[src/rtl/snd_req_sched_if.sv]
// Request/response bundle between the game controller, the scheduler and sndm.
// The slave side is the scheduler; the master side is its environment.
interface snd_req_sched_if;
    logic [6:0] evt;
    logic       mute;
    logic       playing;
    logic [2:0] snd_mode;
    logic       trig;
    logic       busy;
    logic [6:0] pending;
    logic       err;

    modport master (
        output evt, mute, playing,
        input  snd_mode, trig, busy, pending, err
    );

    modport slave (
        input  evt, mute, playing,
        output snd_mode, trig, busy, pending, err
    );
endinterface

[src/rtl/snd_req_sched.sv]
// Purpose: priority-queues game sound events and runs the snd_mode/trig/playing handshake with sndm.
// Latency: evt pulse to trig high is 2 cycles when idle; TRIG_HOLD-cycle strobe, GAP_CYCLES between queued sounds.
// Backpressure: none upstream; events coalesce in the pending set while sndm is busy.
module snd_req_sched #(
    parameter int TRIG_HOLD     = 4,
    parameter int START_TIMEOUT = 16,
    parameter int GAP_CYCLES    = 20000,
    parameter int PREEMPT_MIN   = 6
) (
    input  logic            clk_1mhz,
    input  logic            rst,
    snd_req_sched_if.slave  sif
);
    localparam int MAX_A = (TRIG_HOLD > START_TIMEOUT) ? TRIG_HOLD : START_TIMEOUT;
    localparam int MAX_P = (MAX_A > GAP_CYCLES) ? MAX_A : GAP_CYCLES;
    localparam int CW    = $clog2(MAX_P) + 1;

    typedef enum logic [2:0] {IDLE, ARM, WAIT_START, PLAYING, GAP} state_t;

    state_t        state;
    logic [CW-1:0] hold_cnt;
    logic [CW-1:0] tmo_cnt;
    logic [CW-1:0] gap_cnt;
    logic          seen;
    logic [6:0]    pend_q;
    logic [2:0]    mode_q;
    logic          trig_q;
    logic          busy_q;
    logic          err_q;

    logic [2:0]    sel;
    logic [6:0]    sel_bit;
    logic          preempt;
    logic          gap_done;
    logic          do_sel;
    logic [6:0]    clr_mask;

    // Highest set pending bit wins; sel is its 1-based code.
    always_comb begin
        sel     = '0;
        sel_bit = '0;
        for (int i = 0; i < 7; i++) begin
            if (pend_q[i]) begin
                sel        = 3'(i + 1);
                sel_bit    = '0;
                sel_bit[i] = 1'b1;
            end
        end
    end

    assign preempt  = (state == PLAYING) && (int'(sel) >= PREEMPT_MIN) && (sel > mode_q);
    assign gap_done = (state == GAP) && (gap_cnt == CW'(GAP_CYCLES));
    assign do_sel   = (sel != 3'd0) && ((state == IDLE) || gap_done || preempt);
    assign clr_mask = do_sel ? sel_bit : 7'd0;

    always_ff @(posedge clk_1mhz or posedge rst) begin
        if (rst) begin
            state    <= IDLE;
            hold_cnt <= '0;
            tmo_cnt  <= '0;
            gap_cnt  <= '0;
            seen     <= 1'b0;
            pend_q   <= '0;
            mode_q   <= '0;
            trig_q   <= 1'b0;
            busy_q   <= 1'b0;
            err_q    <= 1'b0;
        end else begin
            // A new event on the bit being cleared this cycle survives and replays.
            pend_q <= sif.mute ? 7'd0 : ((pend_q & ~clr_mask) | sif.evt);
            err_q  <= 1'b0;
            if (do_sel) begin
                mode_q   <= sel;
                trig_q   <= 1'b1;
                hold_cnt <= CW'(1);
                tmo_cnt  <= CW'(1);
                seen     <= 1'b0;
                busy_q   <= 1'b1;
                state    <= ARM;
            end else begin
                case (state)
                    IDLE: ;
                    ARM: begin
                        if (sif.playing) seen <= 1'b1;
                        tmo_cnt <= tmo_cnt + CW'(1);
                        if (hold_cnt == CW'(TRIG_HOLD)) begin
                            trig_q <= 1'b0;
                            state  <= WAIT_START;
                        end else begin
                            hold_cnt <= hold_cnt + CW'(1);
                        end
                    end
                    WAIT_START: begin
                        if (sif.playing || seen) begin
                            state <= PLAYING;
                        end else if (tmo_cnt == CW'(START_TIMEOUT)) begin
                            err_q  <= 1'b1;
                            mode_q <= '0;
                            busy_q <= 1'b0;
                            state  <= IDLE;
                        end else begin
                            tmo_cnt <= tmo_cnt + CW'(1);
                        end
                    end
                    PLAYING: begin
                        if (!sif.playing) begin
                            mode_q <= '0;
                            if (pend_q != 7'd0) begin
                                gap_cnt <= CW'(1);
                                state   <= GAP;
                            end else begin
                                busy_q <= 1'b0;
                                state  <= IDLE;
                            end
                        end
                    end
                    GAP: begin
                        // Reaching here with gap_done means the queue was muted away.
                        if (gap_done) begin
                            busy_q <= 1'b0;
                            state  <= IDLE;
                        end else begin
                            gap_cnt <= gap_cnt + CW'(1);
                        end
                    end
                    default: state <= IDLE;
                endcase
            end
        end
    end

    assign sif.snd_mode = mode_q;
    assign sif.trig     = trig_q;
    assign sif.busy     = busy_q;
    assign sif.pending  = pend_q;
    assign sif.err      = err_q;
endmodule
[src/flat_wrapper.sv]
// flat-port wrapper written by rule: the top's interface ports become plain ports
module snd_req_sched_flat 
#(
    parameter int TRIG_HOLD     = 4,
    parameter int START_TIMEOUT = 16,
    parameter int GAP_CYCLES    = 20000,
    parameter int PREEMPT_MIN   = 6
)
  (clk_1mhz, rst, sif_evt, sif_mute, sif_playing, sif_snd_mode, sif_trig, sif_busy, sif_pending, sif_err);
  snd_req_sched_if sif_i ();
  input  logic clk_1mhz;
  input  logic rst;
  input wire logic [$bits(sif_i.evt)-1:0] sif_evt;
  input wire logic [$bits(sif_i.mute)-1:0] sif_mute;
  input wire logic [$bits(sif_i.playing)-1:0] sif_playing;
  output wire logic [$bits(sif_i.snd_mode)-1:0] sif_snd_mode;
  output wire logic [$bits(sif_i.trig)-1:0] sif_trig;
  output wire logic [$bits(sif_i.busy)-1:0] sif_busy;
  output wire logic [$bits(sif_i.pending)-1:0] sif_pending;
  output wire logic [$bits(sif_i.err)-1:0] sif_err;
  assign sif_i.evt = sif_evt;
  assign sif_i.mute = sif_mute;
  assign sif_i.playing = sif_playing;
  assign sif_snd_mode = sif_i.snd_mode;
  assign sif_trig = sif_i.trig;
  assign sif_busy = sif_i.busy;
  assign sif_pending = sif_i.pending;
  assign sif_err = sif_i.err;
  snd_req_sched #(.TRIG_HOLD(TRIG_HOLD), .START_TIMEOUT(START_TIMEOUT), .GAP_CYCLES(GAP_CYCLES), .PREEMPT_MIN(PREEMPT_MIN)) u_core (.clk_1mhz(clk_1mhz), .rst(rst), .sif(sif_i));
endmodule
[config.mk]
export PLATFORM = sky130hd
export DESIGN_NAME = snd_req_sched_flat
export DESIGN_NICKNAME = d
export VERILOG_FILES = /design/src/rtl/snd_req_sched_if.sv /design/src/rtl/snd_req_sched.sv /design/src/flat_wrapper.sv
export SDC_FILE = /design/constraint.sdc
export NUM_CORES = 1
export LEC_CHECK = 0
export ABC_AREA = 0
export CAP_MARGIN = 20
export CORE_ASPECT_RATIO = 1.5
export CORE_UTILIZATION = 50
export DETAILED_ROUTE_END_ITERATION = 8
export PLACE_DENSITY_LB_ADDON = 0.08
export SYNTH_ARGS = -nofsm -noshare
export SYNTH_HDL_FRONTEND = slang
export SYNTH_SLANG_ARGS = --single-unit
[constraint.sdc]
create_clock -name clk_1mhz -period 2.62 [get_ports clk_1mhz]
set_clock_uncertainty 0.15 [all_clocks]
set_input_delay 0.262 -clock clk_1mhz [delete_from_list [all_inputs] [get_ports clk_1mhz]]
set_output_delay 0.262 -clock clk_1mhz [all_outputs]
set_load 0.005 [all_outputs]
==> results of run 1 <==
-- worst min-delay path, cell delays in order --
cell and delay, ps:
clkdlybuf4s50_1 410, inv_2 70, buf_12 300
-- synth_stat cells, types with 8 or more instances --
cell and instances:
nand4_1 14, nor2_1 63, inv_1 21, a31oi_1 8, a21oi_1 13, o21ai_0 24
nor3_1 15, ha_1 9, xnor2_1 18, dfrtp_1 65, nand2_1 34, nand3_1 15
xor2_1 12
-- cells in the final DEF (no fill, tap or decap), types with 8 or more instances in the layout --
| cell | n |
|---|---|
| nand2_1 | 33 |
| nor2_1 | 62 |
| dfrtp_1 | 65 |
| a21oi_1 | 12 |
| inv_1 | 20 |
| nand3_1 | 13 |
| o21ai_0 | 11 |
| clkdlybuf4s50_1 | 23 |
| clkbuf_8 | 10 |
| xnor2_1 | 18 |
| buf_4 | 25 |
| o21ai_1 | 13 |
| ha_1 | 8 |
| xor2_1 | 12 |
| nand4_1 | 14 |
| nor3_1 | 15 |
-- power by group through the flow --
stage	registers, mW	clock network [mW]	logic [mW]
global route	1.37	0.998	2.05
global placement	1.34	0	1.62
floorplan	1.33	0	1.09
finish	1.34	0.940	1.86
CTS	1.33	0.957	1.66
detailed placement	1.35	0	1.65
-- flip-flops by register name, summed over array words and instances, names as in the netlist --
register and flops:
u_core.gap_cnt 16, u_core.hold_cnt 16, u_core.seen 1, u_core.sif.busy 1, u_core.sif.err 1, u_core.sif.pending 7, u_core.sif.snd_mode 3, u_core.sif.trig 1
u_core.state 3, u_core.tmo_cnt 16
-- layout make-up --
cell class / count / area [um^2] / share of cell area (%)
sequential: 65 / 1630 / 36.8
clock inverter: 3 / 65.1 / 1.47
timing repair buffer: 52 / 472 / 10.7
multi-input combinational: 300 / 1930 / 43.7
clock buffer: 12 / 145 / 3.29
tap: 78 / 97.6 / 2.21
inverter: 21 / 78.8 / 1.79
-- layer usage --
layer	GRT usage [%]	share of wire, %	vias up
met4	11.3	2.2	0
met2	38.8	51	48
li1	-	-	1500
met1	28.8	44	1472
met5	0	0	-
met3	4.68	2.6	14
-- final timing paths --
check                           depth (start not counted)                                  to  slack [ps]                       startpoint
worst max-delay path                                    8  u_core.sif.snd_mode[2]$_DFFE_PP0P_          30  u_core.sif.pending[5]$_DFF_PP0_
worst min-delay path                                    3       u_core.tmo_cnt[6]$_DFFE_PP0P_         120                              rst
worst max register to register                          8  u_core.sif.snd_mode[2]$_DFFE_PP0P_          30  u_core.sif.pending[5]$_DFF_PP0_
worst min register to register                          1      u_core.gap_cnt[15]$_DFFE_PP0P_         360   u_core.gap_cnt[15]$_DFFE_PP0P_
max in group asynchronous                               3      u_core.hold_cnt[1]$_DFFE_PP0P_        1900                              rst
min in group clk_1mhz                                   3     u_core.sif.pending[4]$_DFF_PP0_         280                       sif_evt[4]
-- cell families (layout without fill, tap and decap cells) --
| kind of cell | Yosys count | in the layout | synth area share [%] |
|---|---|---|---|
| AOI/OAI and AO/OA | 68 | 68 | 11.4 |
| xor gates and xnor gates | 30 | 30 | 7.31 |
| adders and majority gates | 9 | 9 | 3.13 |
| buffers and inverters | 31 | 88 | 3.66 |
| DFF | 65 | 65 | 45.3 |
| muxes | 3 | 3 | 0.905 |
| and+or+nand+nor | 190 | 190 | 28.3 |
-- repair_timing --
item,4_1_cts,5_1_grt
resized for setup,2,34
setup endpoints to repair,6,59
setup buffers,0,3
pin swaps,0,10
==> metrics, run 1 <==
CTS Buffer Depth=2; worst hold slack=124 ps; First-pass DRT Iterations=4; Design Power=4.14 mW; Initial DRC Count=184; Die ar.=0.00754 mm^2; layout cell share with drive strength beyond 1=17.2%; fmax=386 MHz; H-tree levels=3; Placed Area=0.00408 mm^2; Filler cells=572; Setup-failing EPs final=0; post-detail-place hpwl=5610 um; status=completed; DR vias/cell=5.71; clock root cell=clkbuf_8; synthesized area=0.00359 mm^2; EDFF count, synth=0; TritonCTS clock tree=done; # rows=37; critical-path cell list=or4_4 -> ha_4 -> nand3_4 -> nand3_2 -> a21oi_2 -> or4_1 -> o211ai_1 -> a22o_1; Crit path max-delay family=simple AND/OR/NAND/NOR gates; Worst Setup End Kind=flip-flop; Worst Setup Start Kind=flip-flop; post-synthesis register bit count=65; vias in the first global route=2,924; largest net degree at the start of global routing=66; Max VDD drop=0.000622 V; peak fanout along the critical path=4; dpl ws=-17.0 ps; Inserted Diodes=0; final-report max-slew violation count=0; die height=106 um; routability congestion estimate from global placement=0.818; setup_tns=0 ps; fin nets=469; Core Region=0.00690 mm^2; IO Pins=24; crit share post-route=98.8%; slowest stage delay, CP=570 ps; total track usage=23.4%; Synth Instances=396; placed cell count=513; Synth area leader=dfrtp_1; Syn. warnings=0; min cycle time layout=2590 ps; GR Overflow Total=0; Max-cap violations=0; Layout area overhead=22.9%; routed length per instance=15.3 um; Post-Syn Nets=416; Worst-Margin Slew=567 ps; crit path buf inv count=0; # clock sinks=65; critical path type=flip-flop to flip-flop; Distinct cells, synth=52; Synth area leaders=dfrtp_1 45%, nor2_1 6.6%, xnor2_1 4.4%; Flop pwr share=32.3%; top_reg_cell synth=dfrtp_1; crit path DAT=2730 ps; Internal=2.56 mW; post-synthesis sequential area ratio=45.3%; combinational fraction of design power=45.0%; Die W=71.2 um; RSZ-0062 raised after global routing=yes; required time of the critical path=2760 ps; Fin. Hold Viols=0; Clk Latency, worst-skew pair=360 ps; Max-slew headroom=62.0%; initial antenna violation count=0; Cell Count, Final, Fillers Out=531; IO Port Bufs=23; clk slew on worst S/H paths=70 ps; Worst path slowest cell=or4_4; hold buffers post-CTS=0; routed wire length=8110 um; Mean Syn Cell Area=9.07 um^2; Pleak=1.91 nW; worst min-delay path category=input port to async pin; Final Cell Area=0.00442 mm^2; top-area cell type share of the netlist area=45.3%; Final ANT Viol Nets=0; first-pass GRT wire length=13,600 um; Final WS setup=30.2 ps; clock network fraction of total power=22.7%; final core occ=64.0%; drc violations=0; CTS Buf Count=9; Vias=3,034; power density over the cells=938 mW/mm^2; Synth async-reset ratio=100%; Sw Share=38.2%; P_sw=1.58 mW; initial core utilization=52.1%
No activity file was read; power rests on OpenSTA's default activity.
==> run 2, diff against run 1 <==
Settings changed: CAP_MARGIN 20 to 10.
==> results of run 2 <==
Final layout, timing and power as in run 1 (identical DEF).
==> run 3, diff against run 2 <==
Settings changed: REMOVE_ABC_BUFFERS from default to 1, TNS_END_PERCENT from default to 20.
==> run 3 against run 2 <==
- the run now ends with design-rule violations, negative setup slack left
- power is 2.6% lower
- final area is 1.1% lower
- wire length barely moved
- sequential cell count is the same
- die area unchanged
- largest cell class unchanged
- clock-buffer cell count is the same
- global-route usage decreased by 0.35 points
- core utilization decreased by 0.69 points
- critical path depth unchanged
- setup slack got worse by 69 ps
- maximum frequency fell by 2.6%
==> metrics, run 3 (synthesis gave the netlist of run 1 again) <==
status=finished, violations left (was completed); failing checks=design-rule violations, negative setup slack; Filler cells=576 (was 572); peak fanout along the critical path=4 (unchanged); Worst Setup End Kind=flip-flop (unchanged); First-pass DRT Iterations=6 (was 4); setup_tns=-150 ps (was 0 ps); R2R cell count=8 (unchanged); layout cell share with drive strength beyond 1=15.9% (was 17.2%); Max VDD drop=0.000497 V (was 0.000622 V); Setup-failing EPs final=8 (was 0); internal reg-to-reg setup slack=-40 ps (was 30 ps); Internal=2.50 mW (was 2.56 mW); critical path type=flip-flop to flip-flop (unchanged); clk slew on worst S/H paths=70 ps (about the same); Die ar.=0.00754 mm^2 (unchanged); post-detail-place hpwl=5510 um (was 5610 um); Flop pwr share=33.8% (was 32.3%); Final ANT Viol Nets=0 (unchanged); total track usage=23.1% (was 23.4%); worst min-delay path category=input port to async pin (unchanged); worst flop-to-flop path endpoint=u_core.sif.snd_mode[1]$_DFFE_PP0P_ (was u_core.sif.snd_mode[2]$_DFFE_PP0P_); vias in the first global route=3,055 (was 2,924); routability congestion estimate from global placement=0.864 (was 0.818); RSZ-0062 raised after global routing=yes (unchanged); IO Pins=24 (unchanged); Vias=3,071 (was 3,034); initial core utilization=52.1% (unchanged); largest net degree at the start of global routing=66 (unchanged); crit path DAT=2800 ps (was 2730 ps); routed wire length=8110 um (about the same); DR vias/cell=5.77 (was 5.71); # clock sinks=65 (unchanged); Worst Setup Start Kind=flip-flop (unchanged); crit share post-route=101% (was 98.8%); final core occ=63.3% (was 64.0%); CTS Buffer Depth=2 (unchanged); Clk Latency, worst-skew pair=350 ps (was 360 ps); commonest non-fill, non-tap cells in the layout=65 x dfrtp_1, 63 x nor2_1, 34 x nand2_1, 26 x buf_4, 23 x clkdlybuf4s50_1 (was 65 x dfrtp_1, 62 x nor2_1, 33 x nand2_1, 25 x buf_4, 23 x clkdlybuf4s50_1); IO Port Bufs=23 (unchanged); combinational fraction of design power=45.0% (about the same); P_sw=1.53 mW (was 1.58 mW); dpl ws=-23.6 ps (was -17.0 ps); power density over the cells=923 mW/mm^2 (was 938 mW/mm^2); clock network fraction of total power=21.2% (was 22.7%); fmax=376 MHz (was 386 MHz); H-tree levels=3 (unchanged); most common library cell in the layout ignoring fill and taps=dfrtp_1 (unchanged); Die W=71.2 um (unchanged); Fin. Hold Viols=0 (unchanged); Max-slew headroom=64.3% (was 62.0%); Layout area overhead=21.6% (was 22.9%); drc violations=1 (was 0); GR Overflow Total=0 (unchanged); first-pass GRT wire length=13,600 um (about the same); fin nets=470 (was 469); die height=106 um (unchanged); clock root cell=clkbuf_8 (unchanged); TritonCTS clock tree=done (unchanged); Pleak=1.90 nW (was 1.91 nW); Initial DRC Count=142 (was 184); Worst-Margin Slew=532 ps (was 567 ps); routed length per instance=15.2 um (was 15.3 um); Inserted Diodes=0 (unchanged); Final WS setup=-38.8 ps (was 30.2 ps); # rows=37 (unchanged); initial antenna violation count=0 (unchanged); CTS Buf Count=9 (unchanged); Largest regs=u_core.gap_cnt x16, u_core.hold_cnt x16, u_core.tmo_cnt x16 (unchanged); reg2reg start=u_core.sif.pending[3]$_DFF_PP0_ (was u_core.sif.pending[5]$_DFF_PP0_); Core Region=0.00690 mm^2 (unchanged); Max-cap violations=0 (unchanged); final-report max-slew violation count=0 (unchanged); Sw Share=38.0% (was 38.2%); worst hold slack=133 ps (was 124 ps); required time of the critical path=2760 ps (about the same); min cycle time layout=2660 ps (was 2590 ps)
run 3: changes by cell type in the layout (fill, tap and decap cells not counted), sizes merged:
| cell | previous run | this run |
|---|---|---|
| buf | 29 | 30 |
| clkinv | 1 | 2 |
| bufinv | 2 | 1 |
run 3: critical path, cell delays in order (launching register included):
cell and delay, ps:
dfrtp_1 410, or4_4 570, ha_4 300, nand3_2 80, nand3_1 110, a21oi_2 70
or4_1 520, o211ai_1 200, a22o_1 200
run 3: timing repair:
item,4_1_cts,5_1_grt
buffers inserted,0,4
endpoints found under the hold margin,0,0
pin swaps,2,7
hold buffers,0,0
gates cloned,0,0
gates resized for setup,2,22
setup endpoints to repair,9,61
run 3: stage by stage:
step / power [mW] / instance area [um^2] / std cells
2_1_floorplan: 2.36 / 3540 / 386
3_3_place_gp: 2.96 / 4080 / 513
3_5_place_dp: 2.99 / 4080 / 513
4_1_cts: 3.87 / 4280 / 528
5_1_grt: 4.32 / 4370 / 532
6_report: 4.03 / 4370 / 532
run 3: worst max-delay path by stage:
| stage | start | slack, ps | end |
|---|---|---|---|
| 6_report | u_core.sif.pending[3]$_DFF_PP0_ | -40 | u_core.sif.snd_mode[1]$_DFFE_PP0P_ |
| 5_1_grt | u_core.sif.pending[3]$_DFF_PP0_ | -120 | u_core.state[1]$_DFFE_PP0P_ |
| 4_1_cts | u_core.sif.pending[4]$_DFF_PP0_ | 0.5 | u_core.sif.snd_mode[1]$_DFFE_PP0P_ |
| 3_5_place_dp | u_core.sif.pending[5]$_DFF_PP0_ | -20 | u_core.sif.snd_mode[2]$_DFFE_PP0P_ |
| 3_3_place_gp | u_core.sif.pending[4]$_DFF_PP0_ | 30 | u_core.state[0]$_DFFE_PP0P_ |
| 2_1_floorplan | u_core.sif.pending[4]$_DFF_PP0_ | -340 | u_core.hold_cnt[10]$_DFFE_PP0P_ |
run 3: layout make-up:
type                       instances  area (um^2)  area share [%]
timing repair buffer              53          488            11.2
tap                               78         97.6            2.23
clock inverter                     3         40.0           0.917
inverter                          21         78.8            1.80
sequential                        65         1630            37.2
multi-input combinational        300         1880            43.1
clock buffer                      12          155            3.55
run 3: power groups by stage:
stage	Sequential (mW)	Combinational (mW)	Clock [mW]
floorplan	1.35	1.01	0
global placement	1.37	1.59	0
detailed placement	1.37	1.62	0
CTS	1.35	1.63	0.883
global route	1.38	2.02	0.919
finish	1.36	1.81	0.856
run 3: routing by layer:
metal	GRT usage, %	routed length (um)	part of all wire, %
met3	4.78	295	3.6
met2	39.5	4140	51
met4	10.3	165	2.0
met1	27.4	3510	43
met5	0	0	0
